[config.mk]
export PLATFORM = sky130hd
export DESIGN_NAME = fence_wfi_sequencer
export DESIGN_NICKNAME = d
export VERILOG_FILES = /design/src/rtl/fence_wfi_sequencer.sv
export SDC_FILE = /design/constraint.sdc
export NUM_CORES = 1
export LEC_CHECK = 0
export CORE_UTILIZATION = 52
export DETAILED_ROUTE_END_ITERATION = 12
export PLACE_DENSITY = 0.94
export SLEW_MARGIN = 10
export SYNTH_ARGS = -nofsm -noshare
export SYNTH_HDL_FRONTEND = slang
export SYNTH_SLANG_ARGS = --single-unit
[constraint.sdc]
create_clock -name CLK -period 3.3 [get_ports CLK]
set_clock_uncertainty 0.05 [all_clocks]
set_input_delay 0.825 -clock CLK [delete_from_list [all_inputs] [get_ports CLK]]
set_output_delay 0.825 -clock CLK [all_outputs]
set_load 0.005 [all_outputs]
[src/rtl/fence_wfi_sequencer.sv]
// Stalls execute while fence.i (drain, D-flush, I-inval, refetch), wfi (park until irq) or halt (drain, stop) complete.
// Min fence.i latency 5 cycles; cache requests held until acknowledged, dbus_busy holds drain states indefinitely.
module fence_wfi_sequencer #(
    parameter int CNT_W = 32
) (
    input  logic             CLK,
    input  logic             RST,
    input  logic             ex_valid,
    input  logic             ifence,
    input  logic             wfi,
    input  logic             halt,
    input  logic             dbus_busy,
    input  logic             irq_pending,
    output logic             dflush_req,
    input  logic             dflush_done,
    output logic             iinval_req,
    input  logic             iinval_done,
    output logic             stall,
    output logic             flush_fetch,
    output logic             halted,
    output logic [CNT_W-1:0] wfi_cycles
);

    typedef enum logic [2:0] {
        S_IDLE,
        S_DRAIN,
        S_DFLUSH,
        S_IINVAL,
        S_REFETCH,
        S_WFI,
        S_HALT_DRAIN,
        S_HALTED
    } state_t;

    state_t state;
    state_t state_nxt;
    logic   stall_raw;

    always_ff @(posedge CLK or posedge RST) begin
        if (RST) begin
            state <= S_IDLE;
        end else begin
            state <= state_nxt;
        end
    end

    always_comb begin
        state_nxt = state;
        stall_raw = 1'b0;
        case (state)
            S_IDLE: begin
                stall_raw = ex_valid & (halt | ifence | (wfi & ~irq_pending));
                if (ex_valid) begin
                    if (halt) begin
                        state_nxt = S_HALT_DRAIN;
                    end else if (ifence) begin
                        state_nxt = S_DRAIN;
                    end else if (wfi && !irq_pending) begin
                        state_nxt = S_WFI;
                    end
                end
            end
            S_DRAIN: begin
                stall_raw = 1'b1;
                if (!dbus_busy) state_nxt = S_DFLUSH;
            end
            S_DFLUSH: begin
                stall_raw = 1'b1;
                if (dflush_done) state_nxt = S_IINVAL;
            end
            S_IINVAL: begin
                stall_raw = 1'b1;
                if (iinval_done) state_nxt = S_REFETCH;
            end
            // fence.i retires here while fetch is redirected
            S_REFETCH: begin
                state_nxt = S_IDLE;
            end
            S_WFI: begin
                stall_raw = ~irq_pending;
                if (irq_pending) state_nxt = S_IDLE;
            end
            S_HALT_DRAIN: begin
                stall_raw = 1'b1;
                if (!dbus_busy) state_nxt = S_HALTED;
            end
            S_HALTED: begin
                stall_raw = 1'b1;
            end
            default: begin
                state_nxt = S_IDLE;
            end
        endcase
    end

    // stall has a combinational path from the strobes, so mask it during reset
    assign stall       = stall_raw & ~RST;
    assign dflush_req  = (state == S_DFLUSH);
    assign iinval_req  = (state == S_IINVAL);
    assign flush_fetch = (state == S_REFETCH);
    assign halted      = (state == S_HALTED);

    // The wake cycle itself is not counted: only cycles still parked
    always_ff @(posedge CLK or posedge RST) begin
        if (RST) begin
            wfi_cycles <= '0;
        end else if (state == S_WFI && !irq_pending && wfi_cycles != {CNT_W{1'b1}}) begin
            wfi_cycles <= wfi_cycles + {{(CNT_W-1){1'b0}}, 1'b1};
        end
    end

endmodule

# Word-level counts from Yosys, hierarchy flattened
# Index checks and enable logic that the tools add are counted.
# word_totals
inputBits	10
out_inout_bits	37
word_cells	44
reg_bits	35
# op_classes
n_addsub	1
n_mux	11
reduce_logical	8
eq_ne	15
n_bitwise	7
# ops
operator	count
$add A32 B1 Y32 const B	1
$ne A32 B32 Y1 const B	1
$mux W3	9
$pmux W3 S7	1
$eq A3 B3 Y1 const B	4
$ne A2 B2 Y1 const B	4
$reduce_and A8 Y1	1
$reduce_bool A7 Y1	1
$eq A3 B2 Y1 const B	2
$reduce_or A5 Y1	1
$ne A2 B1 Y1 const B	2
$ne A4 B4 Y1 const B	1
$and A1 B1 Y1	3
$eq A3 B1 Y1 const B	1
$logic_and A1 B1 Y1	3
$logic_not A3 Y1	1
$pmux W1 S3	1
$not A1 Y1	2
$or A1 B1 Y1	2
$logic_not A1 Y1	1

# Depth between registers and ports, before layout
# depth
word_depth	7
ltp_mapped	7
mapped_depth_nobuf	6

# Least setup slack after synthesis
# No wires, ideal clock.
# synth_timing
path_type	input port to output port
startpoint	input port wfi
endpoint	output port stall
path_slack_ps	1035
required_ps	2425
arrival_ps	1390
path_stages	4
path_cell_list	nor2b_1 -> o31a_1 -> o21ai_0 -> a21oi_1
# synth_via
elab_chain_cells	5
# synth_rtl
element	line	text
start: declaration	10	input logic wfi,
$and A1 B1 Y1	52	stall_raw = ex_valid & (halt | ifence | (wfi & ~irq_pending));
$or A1 B1 Y1	52	
$and A1 B1 Y1	52	
$pmux W1 S3	50	case (state)
$and A1 B1 Y1	97	assign stall = stall_raw & ~RST;
end: declaration	18	output logic stall,
# Every way passes these cells.

# Final worst setup path
# layout_timing
startpoint	input port irq_pending
endpoint	output port stall
# layout_via
elab_chain_cells	6
# layout_rtl
element	line	text
start: declaration	13	input logic irq_pending,
$not A1 Y1 (*)	52, 80	
$and A1 B1 Y1	52	
$or A1 B1 Y1	52	
$and A1 B1 Y1	52	
$pmux W1 S3 (*)	50	
$and A1 B1 Y1 (*)	97	
# Every way passes the cells marked *; elsewhere a longest branch is shown, timed or not.

==> qor.yml <==
htree_levels: 2
overflow: 0
rsz0062_at_grt: "no"
port_buffers: 46
seq_area_frac_synth_pct: 46.9
synthToLayoutAreaGrowth_pct: 32.2
hold_viol: 0
synthXorXnorAreaFrac_pct: 13.6
synth-main-ff-cell: "dfrtp_1"
synthSimpleGateAreaFrac_pct: 27.5
fp-row-count: 21
ys_warn_count: 0
tightest_slew_ps: 582
dr.pass1.iters: 4
required_ps: 2420
min_period_over_period_pct: 97.2
clk_path_buf_depth: 2
clkTransAtPathRegs_ps: 100
clkLatencyLatePin_ps: 340
cts.sinks: 35
antenna_found_initial: 0
wl_mm: 3.73
nNetsFinal: 240
final_cell_mix: "clkdlybuf4s50_1 (46), dfrtp_1 (35), xnor2_1 (19), nand2_1 (12)"
ant_nets: 0
clock-root-buffer: "clkbuf_4"
avgRoutedWirePerCell_um: 13.5
cp-end-kind: "primary output"
utilization_pct: 72.8
start_util_pct: 55.1
grt_start_max_net_pins: 36
path_common_cell: "clkdlybuf4s50_1"
ctsHoldBuffers: 0
die_h_um: 61.9
cp_max_fo: 2
status: "complete, no violations"
dp_hpwl_mm: 2.82
vias: 1552
synth_compound_area_share_pct: 7.77
max_freq_ghz: 0.312
finalSetupViolCount: 0
drt_iter0_markers: 63
slew_violations: 0
layout-drive-gt1-share_pct: 10.4
power_per_cell_area_nw_per_um2: 453
grt_usage_pct: 22.3
die_area_um2: 3830
drc: 0
placed_cells: 268
cpMaxStageDelayCell: "clkdlybuf4s50_1"
gp_congestion: 0.824
grt_pass1_vias: 1400
synth-edff-count: 0
finalCriticalPeriod_ps: 3210
coreArea_um2: 3390
hold_class: "reg2reg"
critPathKind: "in2out"
max-vdd-ir-drop_mv: 0.340
final_common_cell: "clkdlybuf4s50_1"
synthAdderAreaFrac_pct: 0.670
post_cts_buffers: 0
syn_inst: 178
syn_nets: 189
via_per_inst: 5.62
cp_slowest_stage_delay_ps: 480
drv_cap: 0
grt_pass1_wl_mm: 6.24
path_cells: "clkdlybuf4s50_1 > nor2b_1 > o31a_1 > o21ai_0 > a21oi_1 > clkdlybuf4s50_1"
arrival_ps: 2330
synth_seq_cells: 35
relSlewSlack_pct: 60.7
synth_top_family_by_area: "simple AND/OR/NAND/NOR gates"
cts_made_buffers: 5
cp-start-kind: "input pin"
synthMuxAreaShare_pct: 0.536
syn-cell-area_um2: 1870
finalSetupTns_ps: 0
cts.repair.resized: 0
io-pin-count: 47
syn_area_per_cell_um2: 10.5
n_antenna_cell: 0
die_x_um: 61.9
async_reset_ff_share_pct: 100
reg2reg_slack_ps: 1140
ys_types: 42
cts_tree: "built"
fin_cells: 276
cellLeakagePower_nw: 1.04
-- worst paths after layout --
path	endpoint	cells after the start	start
setup reg to reg	wfi_cycles[8]	6	wfi_cycles[0]
setup / recovery	stall	6	irq_pending
hold / removal	wfi_cycles[31]	1	wfi_cycles[31]
max in group asynchronous	wfi_cycles[3]	3	RST
hold reg to reg	wfi_cycles[31]	1	wfi_cycles[31]
min in group asynchronous	wfi_cycles[20]	3	RST
-- area by class of cell --
type	instances	area (µm²)
multi-input combinational	130	936
fill	254	921
sequential	35	876
timing repair buffer	49	483
tap	46	57.6
clock buffer	6	51.3
clock inverter	2	35.0
inverter	8	30.0
-- state kept, by name (all words and copies together), names as in the netlist --
register    count
wfi_cycles     32
state           3
-- synthesized netlist by cell type, types with 2 or more instances --
master    instances  area [µm²]
and3_1            5        31.3
xor2_1           10        87.6
nand2_1          12        45.0
nand4_1          10        62.6
clkbuf_1          2        7.51
nand3b_1          2        15.0
dfrtp_1          35         876
and4_4            2        22.5
nor3_2            2        20.0
buf_2             2        10.0
nor4_2            3        37.5
and4_1            3        26.3
xnor2_1          19         166
nand3_1          10        50.1
nor2_1           10        37.5
or3_1             2        12.5
a21oi_1           4        20.0
nor2b_1           3        18.8
inv_1             8        30.0
and2_1            3        18.8
nor3_1            7        35.0
o21ai_0           4        20.0
-- power breakdown --
group | leakage (nW) | internal (mW) | total [mW] | switching, mW
Clock | 0.0482 | 0.179 | 0.320 | 0.141
Sequential | 0.467 | 0.462 | 0.541 | 0.0795
Combinational | 0.529 | 0.150 | 0.256 | 0.106
-- critical path, delay by kind of cell --
kind | cells | cell delay (ps)
buf+inv | 2 | 920
simple gates | 1 | 50
compound gates | 3 | 530
-- kinds of logic (layout without fill, tap and decap cells) --
group                    Yosys count  after routing
buffers and inverters             13             65
AND/OR/NAND/NOR                   79             79
AO/OA/AOI/OAI                     20             20
multiplexers                       1              1
XOR/XNOR                          29             29
adder cells (fa/ha/maj)            1              1
flip-flops                        35             35
-- layer usage --
| layer | GRT usage, % | vias up | part of all wire [%] |
|---|---|---|---|
| li1 | - | 744 | - |
| met1 | 29.7 | 756 | 46 |
| met2 | 35.0 | 47 | 48 |
| met3 | 6.83 | 5 | 4.9 |
| met4 | 6.98 | 0 | 0.81 |
| met5 | 0 | - | 0 |
-- stage by stage --
step	hold slack (ps)	total power, mW	setup slack [ps]	instance area, µm²
final	437	1.12	93.1	2470
after global routing	467	1.18	19.0	2470
after floorplan	431	0.688	1040	1870
after CTS	442	1.12	71.4	2470
after global placement	423	0.796	153	2380
after detailed placement	429	0.803	88.3	2380
No activity file was read; power rests on OpenSTA's default activity.
